[src/rtl/fifo_sync_ctrl_if.sv]
// User-side bundle of the synchronous FIFO controller: request/data inputs, read data,
// data-valid strobe, occupancy count and status flags.
interface fifo_sync_ctrl_if #(
    parameter int unsigned WIDTH  = 32,
    parameter int unsigned ADDR_W = 7
);
    logic              WE;
    logic [WIDTH-1:0]  DATA;
    logic              RE;
    logic [WIDTH-1:0]  Q;
    logic              DVLD;
    logic              FULL;
    logic              EMPTY;
    logic              AFULL;
    logic              AEMPTY;
    logic [ADDR_W:0]   WRCNT;
    logic              OVERFLOW;
    logic              UNDERFLOW;

    modport master (
        output WE, DATA, RE,
        input  Q, DVLD, FULL, EMPTY, AFULL, AEMPTY, WRCNT, OVERFLOW, UNDERFLOW
    );

    modport slave (
        input  WE, DATA, RE,
        output Q, DVLD, FULL, EMPTY, AFULL, AEMPTY, WRCNT, OVERFLOW, UNDERFLOW
    );
endinterface

[src/rtl/fifo_sync_ctrl.sv]
// Single-clock FIFO controller driving an external dual-port RAM: pointers, occupancy,
// registered status flags, error pulses and a read-latency-matched data-valid strobe.
module fifo_sync_ctrl #(
    parameter int unsigned WIDTH     = 32,
    parameter int unsigned ADDR_W    = 7,
    parameter int unsigned AF_THRESH = 120,
    parameter int unsigned AE_THRESH = 8,
    parameter int unsigned RD_LAT    = 1
) (
    input  logic              CLOCK,
    input  logic              RESET,
    fifo_sync_ctrl_if.slave   usr,
    output logic [WIDTH-1:0]  MEM_WDATA,
    output logic [ADDR_W-1:0] MEM_WADDR,
    output logic              MEM_WEN,
    output logic [ADDR_W-1:0] MEM_RADDR,
    output logic              MEM_REN,
    input  logic [WIDTH-1:0]  MEM_RDATA
);

    localparam int unsigned DEPTH = 2 ** ADDR_W;
    localparam int unsigned CNT_W = ADDR_W + 1;

    logic [ADDR_W-1:0] wptr_q, rptr_q;
    logic [CNT_W-1:0]  count_q, count_d;
    logic              full_q, empty_q, afull_q, aempty_q;
    logic              overflow_q, underflow_q;
    logic [RD_LAT-1:0] dvld_sr_q;
    logic              wa, ra;

    // Acceptance uses only the registered flags, so a simultaneous opposite
    // request never rescues a write at full or a read at empty.
    assign wa = usr.WE & ~full_q;
    assign ra = usr.RE & ~empty_q;

    always_comb begin
        count_d = count_q;
        case ({wa, ra})
            2'b10:   count_d = count_q + 1'b1;
            2'b01:   count_d = count_q - 1'b1;
            default: count_d = count_q;
        endcase
    end

    always_ff @(posedge CLOCK) begin
        if (RESET) begin
            wptr_q      <= '0;
            rptr_q      <= '0;
            count_q     <= '0;
            full_q      <= 1'b0;
            empty_q     <= 1'b1;
            afull_q     <= 1'b0;
            aempty_q    <= 1'b1;
            overflow_q  <= 1'b0;
            underflow_q <= 1'b0;
            dvld_sr_q   <= '0;
        end else begin
            if (wa) wptr_q <= wptr_q + 1'b1;
            if (ra) rptr_q <= rptr_q + 1'b1;
            count_q     <= count_d;
            // Flags follow the next count so they line up with WRCNT.
            full_q      <= (count_d == CNT_W'(DEPTH));
            empty_q     <= (count_d == '0);
            afull_q     <= (count_d >= CNT_W'(AF_THRESH));
            aempty_q    <= (count_d <= CNT_W'(AE_THRESH));
            overflow_q  <= usr.WE & full_q;
            underflow_q <= usr.RE & empty_q;
            dvld_sr_q[0] <= ra;
            for (int i = 1; i < int'(RD_LAT); i++) begin
                dvld_sr_q[i] <= dvld_sr_q[i-1];
            end
        end
    end

    assign MEM_WEN   = wa;
    assign MEM_WADDR = wptr_q;
    assign MEM_WDATA = usr.DATA;
    assign MEM_REN   = ra;
    assign MEM_RADDR = rptr_q;

    assign usr.Q         = MEM_RDATA;
    assign usr.DVLD      = dvld_sr_q[RD_LAT-1];
    assign usr.FULL      = full_q;
    assign usr.EMPTY     = empty_q;
    assign usr.AFULL     = afull_q;
    assign usr.AEMPTY    = aempty_q;
    assign usr.WRCNT     = count_q;
    assign usr.OVERFLOW  = overflow_q;
    assign usr.UNDERFLOW = underflow_q;

endmodule

[src/flat_wrapper.sv]
// flat-port wrapper written by rule: the top's interface ports become plain ports
module fifo_sync_ctrl_flat 
#(
    parameter int unsigned WIDTH     = 32,
    parameter int unsigned ADDR_W    = 7,
    parameter int unsigned AF_THRESH = 120,
    parameter int unsigned AE_THRESH = 8,
    parameter int unsigned RD_LAT    = 1
)
  (CLOCK, RESET, MEM_WDATA, MEM_WADDR, MEM_WEN, MEM_RADDR, MEM_REN, MEM_RDATA, usr_WE, usr_DATA, usr_RE, usr_Q, usr_DVLD, usr_FULL, usr_EMPTY, usr_AFULL, usr_AEMPTY, usr_WRCNT, usr_OVERFLOW, usr_UNDERFLOW);
  fifo_sync_ctrl_if #(.WIDTH(WIDTH), .ADDR_W(ADDR_W)) usr_i ();
  input  logic CLOCK;
  input  logic RESET;
  output logic [WIDTH-1:0] MEM_WDATA;
  output logic [ADDR_W-1:0] MEM_WADDR;
  output logic MEM_WEN;
  output logic [ADDR_W-1:0] MEM_RADDR;
  output logic MEM_REN;
  input  logic [WIDTH-1:0] MEM_RDATA;
  input wire logic [$bits(usr_i.WE)-1:0] usr_WE;
  input wire logic [$bits(usr_i.DATA)-1:0] usr_DATA;
  input wire logic [$bits(usr_i.RE)-1:0] usr_RE;
  output wire logic [$bits(usr_i.Q)-1:0] usr_Q;
  output wire logic [$bits(usr_i.DVLD)-1:0] usr_DVLD;
  output wire logic [$bits(usr_i.FULL)-1:0] usr_FULL;
  output wire logic [$bits(usr_i.EMPTY)-1:0] usr_EMPTY;
  output wire logic [$bits(usr_i.AFULL)-1:0] usr_AFULL;
  output wire logic [$bits(usr_i.AEMPTY)-1:0] usr_AEMPTY;
  output wire logic [$bits(usr_i.WRCNT)-1:0] usr_WRCNT;
  output wire logic [$bits(usr_i.OVERFLOW)-1:0] usr_OVERFLOW;
  output wire logic [$bits(usr_i.UNDERFLOW)-1:0] usr_UNDERFLOW;
  assign usr_i.WE = usr_WE;
  assign usr_i.DATA = usr_DATA;
  assign usr_i.RE = usr_RE;
  assign usr_Q = usr_i.Q;
  assign usr_DVLD = usr_i.DVLD;
  assign usr_FULL = usr_i.FULL;
  assign usr_EMPTY = usr_i.EMPTY;
  assign usr_AFULL = usr_i.AFULL;
  assign usr_AEMPTY = usr_i.AEMPTY;
  assign usr_WRCNT = usr_i.WRCNT;
  assign usr_OVERFLOW = usr_i.OVERFLOW;
  assign usr_UNDERFLOW = usr_i.UNDERFLOW;
  fifo_sync_ctrl #(.WIDTH(WIDTH), .ADDR_W(ADDR_W), .AF_THRESH(AF_THRESH), .AE_THRESH(AE_THRESH), .RD_LAT(RD_LAT)) u_core (.CLOCK(CLOCK), .RESET(RESET), .usr(usr_i), .MEM_WDATA(MEM_WDATA), .MEM_WADDR(MEM_WADDR), .MEM_WEN(MEM_WEN), .MEM_RADDR(MEM_RADDR), .MEM_REN(MEM_REN), .MEM_RDATA(MEM_RDATA));
endmodule
[config.mk]
export PLATFORM = sky130hd
export DESIGN_NAME = fifo_sync_ctrl_flat
export DESIGN_NICKNAME = d
export VERILOG_FILES = /design/src/rtl/fifo_sync_ctrl_if.sv /design/src/rtl/fifo_sync_ctrl.sv /design/src/flat_wrapper.sv
export SDC_FILE = /design/constraint.sdc
export NUM_CORES = 1
export LEC_CHECK = 0
export ABC_CLOCK_PERIOD_IN_PS = 8200
export CELL_PAD_IN_SITES_DETAIL_PLACEMENT = 1
export CELL_PAD_IN_SITES_GLOBAL_PLACEMENT = 2
export CORE_ASPECT_RATIO = 1.25
export CORE_MARGIN = 2
export CORE_UTILIZATION = 18
export DETAILED_ROUTE_END_ITERATION = 8
export PLACE_DENSITY_LB_ADDON = 0.1
export SLEW_MARGIN = 20
export SYNTH_ARGS = -nofsm -noshare
export SYNTH_HDL_FRONTEND = slang
export SYNTH_SLANG_ARGS = --single-unit
[constraint.sdc]
create_clock -name CLOCK -period 8.2 [get_ports CLOCK]
set_input_delay 0.82 -clock CLOCK [delete_from_list [all_inputs] [get_ports CLOCK]]
set_output_delay 0.82 -clock CLOCK [all_outputs]
set_load 0.005 [all_outputs]
==> flow_summary_export.csv <==
group,metric,value,unit
final_layout,seqCellArea,581,µm²
detailed_routing,drt-initial-drc-count,22,
clock_tree,cts-htree-levels,2,
detailed_routing,postRouteAntennaNets,0,
critical_path,critPathMaxFanout,11,
sta,skew,0.00578,ns
floorplan,ios,163,
sta,fmax,258,MHz
clock_tree,cts_buffers,5,
global_route,grt_pass1_vias,1725,
yosys,yosys.area_share.simple,0.202,
global_route,antenna_found_initial,0,
yosys,synthArstFlopShare,0,
yosys,synth-adder-area-share,0.0232,
placement,hpwl,4520,µm
yosys,ys.flop_type,"dfxtp_1",
floorplan,fp.dieW,102,µm
global_route,grt_usage,0.0992,
floorplan,die_y,126,µm
global_route,met2_usage,0.162,
global_route,top_usage_layer,"met2",
yosys,synthXorXnorAreaFrac,0.0772,
sta,setup_viol,0,
yosys,ys_seq_area_frac,0.269,
floorplan,start_util,0.185,
clock_tree,cts_hold_buf,0,
detailed_routing,wirelength,6100,µm
critical_path,critPathSlowestCell,"or4_4",
yosys,ys_types,56,
global_route,overflow,0,
sta,fin_crit_sh,0.473,
final_layout,multi_input_area,983,µm²
hold_path,hold_class,"register to register",
placement,portBuffers,34,
sta,report.final.slew_viol_count,0,
power_and_ir_drop,power_density,264,mW/mm²
clock_tree,cts_resized,0,
yosys,synth-seq-cells,29,
floorplan,rows,44,
placement,place_congestion,0.638,
clock_tree,post_cts_buffers,0,
final_layout,nFillCells,1416,
yosys,syn_inst,265,
detailed_routing,wl_per_cell,15.6,µm
sta,hold_slack,0.498,ns
clock_tree,cts_root_buf,"clkbuf_16",
power_and_ir_drop,total_leakage_power,0.783,nW
yosys,syn-num-nets,337,
sta,rsz0062_at_grt,"false",
global_route,grt_pass1_wl,10000,µm
yosys,synth_top_family_by_area,"buffers and inverters",
sta,fin_crit,3.88,ns
critical_path,cp_cell_sequence,"clkdlybuf4s50_1 -> nand2b_1 -> inv_1 -> nand2_2 -> xnor2_1 -> ha_1 -> a21o_1 -> a21oi_1 -> a311oi_1 -> o21ai_0 -> xor2_1 -> or4_4 -> a21oi_2",
global_route,grt_max_degree,27,
yosys,synth_compound_area_frac,0.140,
detailed_routing,drc_errors,0,
global_route,use_met1,0.121,
flow_run,maxCapViolCount,0,
sta,hold_viol_final,0,
final_layout,layout.cells.non_filler,390,
final_layout,diodes,0,
placement,dp.cells,383,
critical_path,slowest_delay,0.50,ns
critical_path,path_buf_inv,2,
power_and_ir_drop,ir_worst_vdd,0.0665,mV
clock_tree,clk_pin_slew,0.05,ns
critical_path,critPathTopFamily,"simple AND/OR/NAND/NOR gates",
clock_tree,cts_tree,"done",
sta,relSlewSlack,0.576,
yosys,synth_edf_count,0,
detailed_routing,dr.pass1.iters,4,
final_layout,syn_to_final_growth,5.92,%
final_layout,drive_gt1_frac,0.0917,
critical_path,arrival,4.08,ns
global_route,grtUsageMet3,0.0215,
floorplan,core_area,0.0117,mm²
floorplan,dieArea,0.0129,mm²
critical_path,crit_type,"primary input to register",
clock_tree,clock_latency,0.27,ns
yosys,ys_warn_count,0,
power_and_ir_drop,total_power,603,µW
critical_path,cp.required,8.40,ns
yosys,muxShareOfSynthArea,0.0139,
critical_path,crit_path_start_kind,"primary input",
yosys,avgSynthCellArea,8.13,µm²
sta,worstMarginPinSlew,0.636,ns
sta,setup_tns,0,ns
status,status,"finished clean",
detailed_routing,vias_per_cell,4.06,
final_layout,final_nets,301,
yosys,synth_area,0.00215,mm²
detailed_routing,vias,1583,
final_layout,final_core_util,0.196,
clock_tree,clockBufferDepth,2,
critical_path,cp-end-kind,"register",
clock_tree,clkSinkCount,29,
[where the power goes]
group / total, mW / switching (mW) / internal (mW)
clock network: 0.178 / 0.0591 / 0.119
logic: 0.221 / 0.115 / 0.106
registers: 0.204 / 0.0406 / 0.163
total: 0.603 / 0.215 / 0.389
[through the flow]
stage                     worst slack, ns  cell area, µm²
final                                4.32            2280
after global routing                 4.00            2280
after CTS                            4.29            2280
after detailed placement             4.02            2140
after global placement               4.10            2140
after floorplan                      5.11            2150
[kinds of logic after synthesis]
| logic type | Yosys count |
|---|---|
| AOI/OAI and AO/OA | 44 |
| xor gates and xnor gates | 19 |
| adders and majority gates | 4 |
| buffers and inverters | 85 |
| DFF | 29 |
| muxes | 3 |
| and+or+nand+nor | 81 |
[worst min-delay path, stage by stage (launching register included)]
cell	delay, ns
dfxtp_1	0.31
o21ai_0	0.07
a21oi_1	0.06
[cell usage in the layout, fill, tap and decap left out, drive strengths merged, types with 3 or more instances in the layout]
cell type       n
clkdlybuf4s50  34
dfxtp          29
nor2           28
nand2          16
a21oi          14
xnor2          10
xor2            9
o21ai           8
nand3           7
inv             7
clkbuf          7
ha              4
nor3            4
o211ai          4
or3             4
nand4           3
mux2i           3
and3            3
nor4b           3
a31oi           3
[synthesized netlist by cell type (all sizes together), types with 2 or more instances]
master  instances  area, µm²
buf            71        538
nand2          16       62.6
nand3           7       35.0
clkbuf          7       26.3
a31oi           3       18.8
and3            3       18.8
nor4b           3       26.3
or4             2       18.8
ha              4       50.1
o21ai           8       40.0
mux2i           3       30.0
nor4            2       18.8
a21oi          14       73.8
o31ai           2       15.0
dfxtp          29        581
nor2           28        113
nand2b          2       12.5
nor3            4       25.0
o211ai          4       35.0
a22o            2       17.5
nand4           3       18.8
or3             4       30.0
xor2            9       78.8
xnor2          10       87.6
inv             7       26.3
[flip-flops by register name, indices dropped and copies added (netlist names)]
name	flops
u_core.usr.WRCNT	8
u_core.MEM_RADDR	7
u_core.MEM_WADDR	7
u_core.usr.AEMPTY	1
u_core.usr.AFULL	1
u_core.usr.DVLD	1
u_core.usr.EMPTY	1
u_core.usr.FULL	1
u_core.usr.OVERFLOW	1
u_core.usr.UNDERFLOW	1
[layer usage]
metal / part of all wire / up-vias
li1: - / 770
met1: 0.44 / 760
met2: 0.48 / 29
met3: 0.055 / 24
met4: 0.031 / 0
met5: 0 / -
[path summary, 6_finish.rpt]
path | start | to | slack [ns] | depth (start not counted)
setup / recovery | usr_RE | u_core.usr.AFULL | 4.32 | 13
hold / removal | u_core.MEM_WADDR[6] | u_core.MEM_WADDR[6] | 0.50 | 2
setup reg to reg | u_core.usr.EMPTY | u_core.usr.AFULL | 4.95 | 12
hold reg to reg | u_core.MEM_WADDR[6] | u_core.MEM_WADDR[6] | 0.50 | 2
[cell type report]
cell class	count	share of cell area
Clock buffer	7	0.0625
Inverter	7	0.0115
Multi-Input combinational cell	151	0.431
Sequential cell	29	0.254
Tap cell	161	0.0883
Timing Repair Buffer	35	0.152
Note: power is estimated with default switching activity, not from simulation.
==> RTL edit, RTL diff (config.mk and constraints unchanged) <==
`RD_LAT` is set to 1 in 2 places; all go to 2.
--- a/src/rtl/fifo_sync_ctrl.sv
+++ b/src/rtl/fifo_sync_ctrl.sv
@@ -6,5 +6,5 @@
     parameter int unsigned AF_THRESH = 120,
     parameter int unsigned AE_THRESH = 8,
-    parameter int unsigned RD_LAT    = 1
+    parameter int unsigned RD_LAT    = 2
 ) (
     input  logic              CLOCK,
--- a/src/flat_wrapper.sv
+++ b/src/flat_wrapper.sv
@@ -6,5 +6,5 @@
     parameter int unsigned AF_THRESH = 120,
     parameter int unsigned AE_THRESH = 8,
-    parameter int unsigned RD_LAT    = 1
+    parameter int unsigned RD_LAT    = 2
 )
   (CLOCK, RESET, MEM_WDATA, MEM_WADDR, MEM_WEN, MEM_RADDR, MEM_REN, MEM_RDATA, usr_WE, usr_DATA, usr_RE, usr_Q, usr_DVLD, usr_FULL, usr_EMPTY, usr_AFULL, usr_AEMPTY, usr_WRCNT, usr_OVERFLOW, usr_UNDERFLOW);
Check against the original RTL: not equivalent (a bounded check fails within 4 cycles, from zero or initial values and one cycle with RESET high).
==> RTL edit against the original RTL <==
- critical path depth shrank 1
- utilization decreased by 0.42 points
- area after synthesis is the same
- global-route usage shrank 0.98 points
- final area is 2.1% lower
- worst setup slack better by 0.17 ns
- maximum frequency increased by 4.6%
- sequential cell count rose by 1
- routed wire length down 9.6%
- power increased by 8.1%
- highest routed layer unchanged
==> RTL edit: results (changes against the original RTL) <==
| Metric | Value |
|---|---|
| Outcome | finished clean (unchanged) |
| Port Buffers | 34 (unchanged) |
| Pre-CTS WS | 4.17 ns (was 4.02 ns) |
| Ranking of synthesized cells by area | dfxtp_1 28%, buf_4 23%, xor2_1 4.1% (was dfxtp_1 27%, buf_4 23%, nor2_1 4.7%) |
| Total number of vias | 1,491 (was 1,583) |
| Most used DFF post-synth | dfxtp_1 (unchanged) |
| CP max FO | 12 (was 11) |
| First-pass GRT wire length | 8860 um (was 10,000 um) |
| Cell Count, Final, Fillers Out | 381 (was 390) |
| Post-DP HPWL | 4020 um (was 4520 um) |
| Synth Area in Adders | 0.0232 (unchanged) |
| Routed met3 length | 340 um (was 333 um) |
| Mux contribution to synthesized area | 0.0186 (was 0.0139) |
| Placed insts | 374 (was 383) |
| Syn nets | 328 (was 337) |
| Final setup fails | 0 (unchanged) |
| Final nets | 292 (was 301) |
| Filler cell count in the final layout | 1,388 (was 1,416) |
| Sequential power share | 0.340 (was 0.338) |
| Pin count of the biggest net entering global routing | 31 (was 27) |
| Max Freq | 269 MHz (was 258 MHz) |
| Fin Setup TNS | 0 ns (unchanged) |
| Clock slew at reported path FFs | 0.05 ns (about the same) |
| Arr. time, crit path | 3.92 ns (was 4.08 ns) |
| M3 GR Usage | 0.0259 (was 0.0215) |
| LEAKAGE | 0.000780 uW (was 0.000783 uW) |
| Post-cts sizing count | 0 (unchanged) |
| Worst-margin pin slew | 0.615 ns (was 0.636 ns) |
| Wl on met1 | 2280 um (was 2680 um) |
| Xor/xnor share of the synthesized area | 0.0772 (unchanged) |
| Synth Area in Compound Gates | 0.126 (was 0.140) |
| Synth Warn # | 0 (unchanged) |
| Top cells by count, synth | 66 x buf_4, 30 x dfxtp_1, 23 x nor2_1 (was 66 x buf_4, 29 x dfxtp_1, 27 x nor2_1) |
| GRT Resource Usage Total | 0.0894 (was 0.0992) |
| Placer congestion estimate | 0.693 (was 0.638) |
| Int Pwr | 411 uW (was 389 uW) |
| Clock skew | 0.00479 ns (was 0.00578 ns) |
| Max reg flops | 8 (unchanged) |
| Max layer used | met4 (unchanged) |
| Syn avg cell area | 8.42 um^2 (was 8.13 um^2) |
| Detail Route met2 WL | 2800 um (was 2900 um) |
| Pre-antenna DRT Iters | 3 (was 4) |
| Number of global-route vias before repair | 1,585 (was 1,725) |
| Slowest CP cell | clkdlybuf4s50_1 (was or4_4) |
| Netlist cell types | 50 (was 56) |
| Post-CTS Setup Bufs | 0 (unchanged) |
| Seq/Total Area, Yosys | 0.279 (was 0.269) |
| Clk pwr | 171 uW (was 178 uW) |
| Clock Path Buffers | 2 (unchanged) |
| Final WL | 5510 um (was 6100 um) |
| Maximum resistive drop on vdd | 63.6 uV (was 66.5 uV) |
| Met1 GRT Util | 0.101 (was 0.121) |
| 1st-iter DRT viols | 22 (unchanged) |
| GRT met2 Usage | 0.152 (was 0.162) |
| Share of layout cells above drive strength 1 | 0.105 (was 0.0917) |
| Switching power | 242 uW (was 215 uW) |
## RTL edit: final cells by class
cell class              count  area (um^2)  share of cell area
flip-flops and latches     30          601               0.269
inverters                   7         28.8              0.0129
multi-input cells         141          922               0.413
repair buffers             35          348               0.156
well taps                 161          201              0.0902
clock buffers               7          133              0.0594
## RTL edit: through the flow
step	cell area (um^2)	utilization
floorplan	2150	-
finish	2230	0.191
CTS	2230	0.191
global route	2230	0.191
detailed placement	2100	0.180
global placement	2100	0.180
## RTL edit: path summary, 6_finish.rpt
check	from	endpoint	slack (ns)	cells after the start
hold reg to reg	u_core.dvld_sr_q[0]$_SDFF_PP0_	u_core.dvld_sr_q[1]$_SDFF_PP0_	0.44	1
setup / recovery	usr_RE	u_core.usr.AFULL$_SDFF_PP0_	4.49	12
hold / removal	u_core.dvld_sr_q[0]$_SDFF_PP0_	u_core.dvld_sr_q[1]$_SDFF_PP0_	0.44	1
setup reg to reg	u_core.usr.EMPTY$_SDFF_PP1_	u_core.usr.AFULL$_SDFF_PP0_	5.13	11
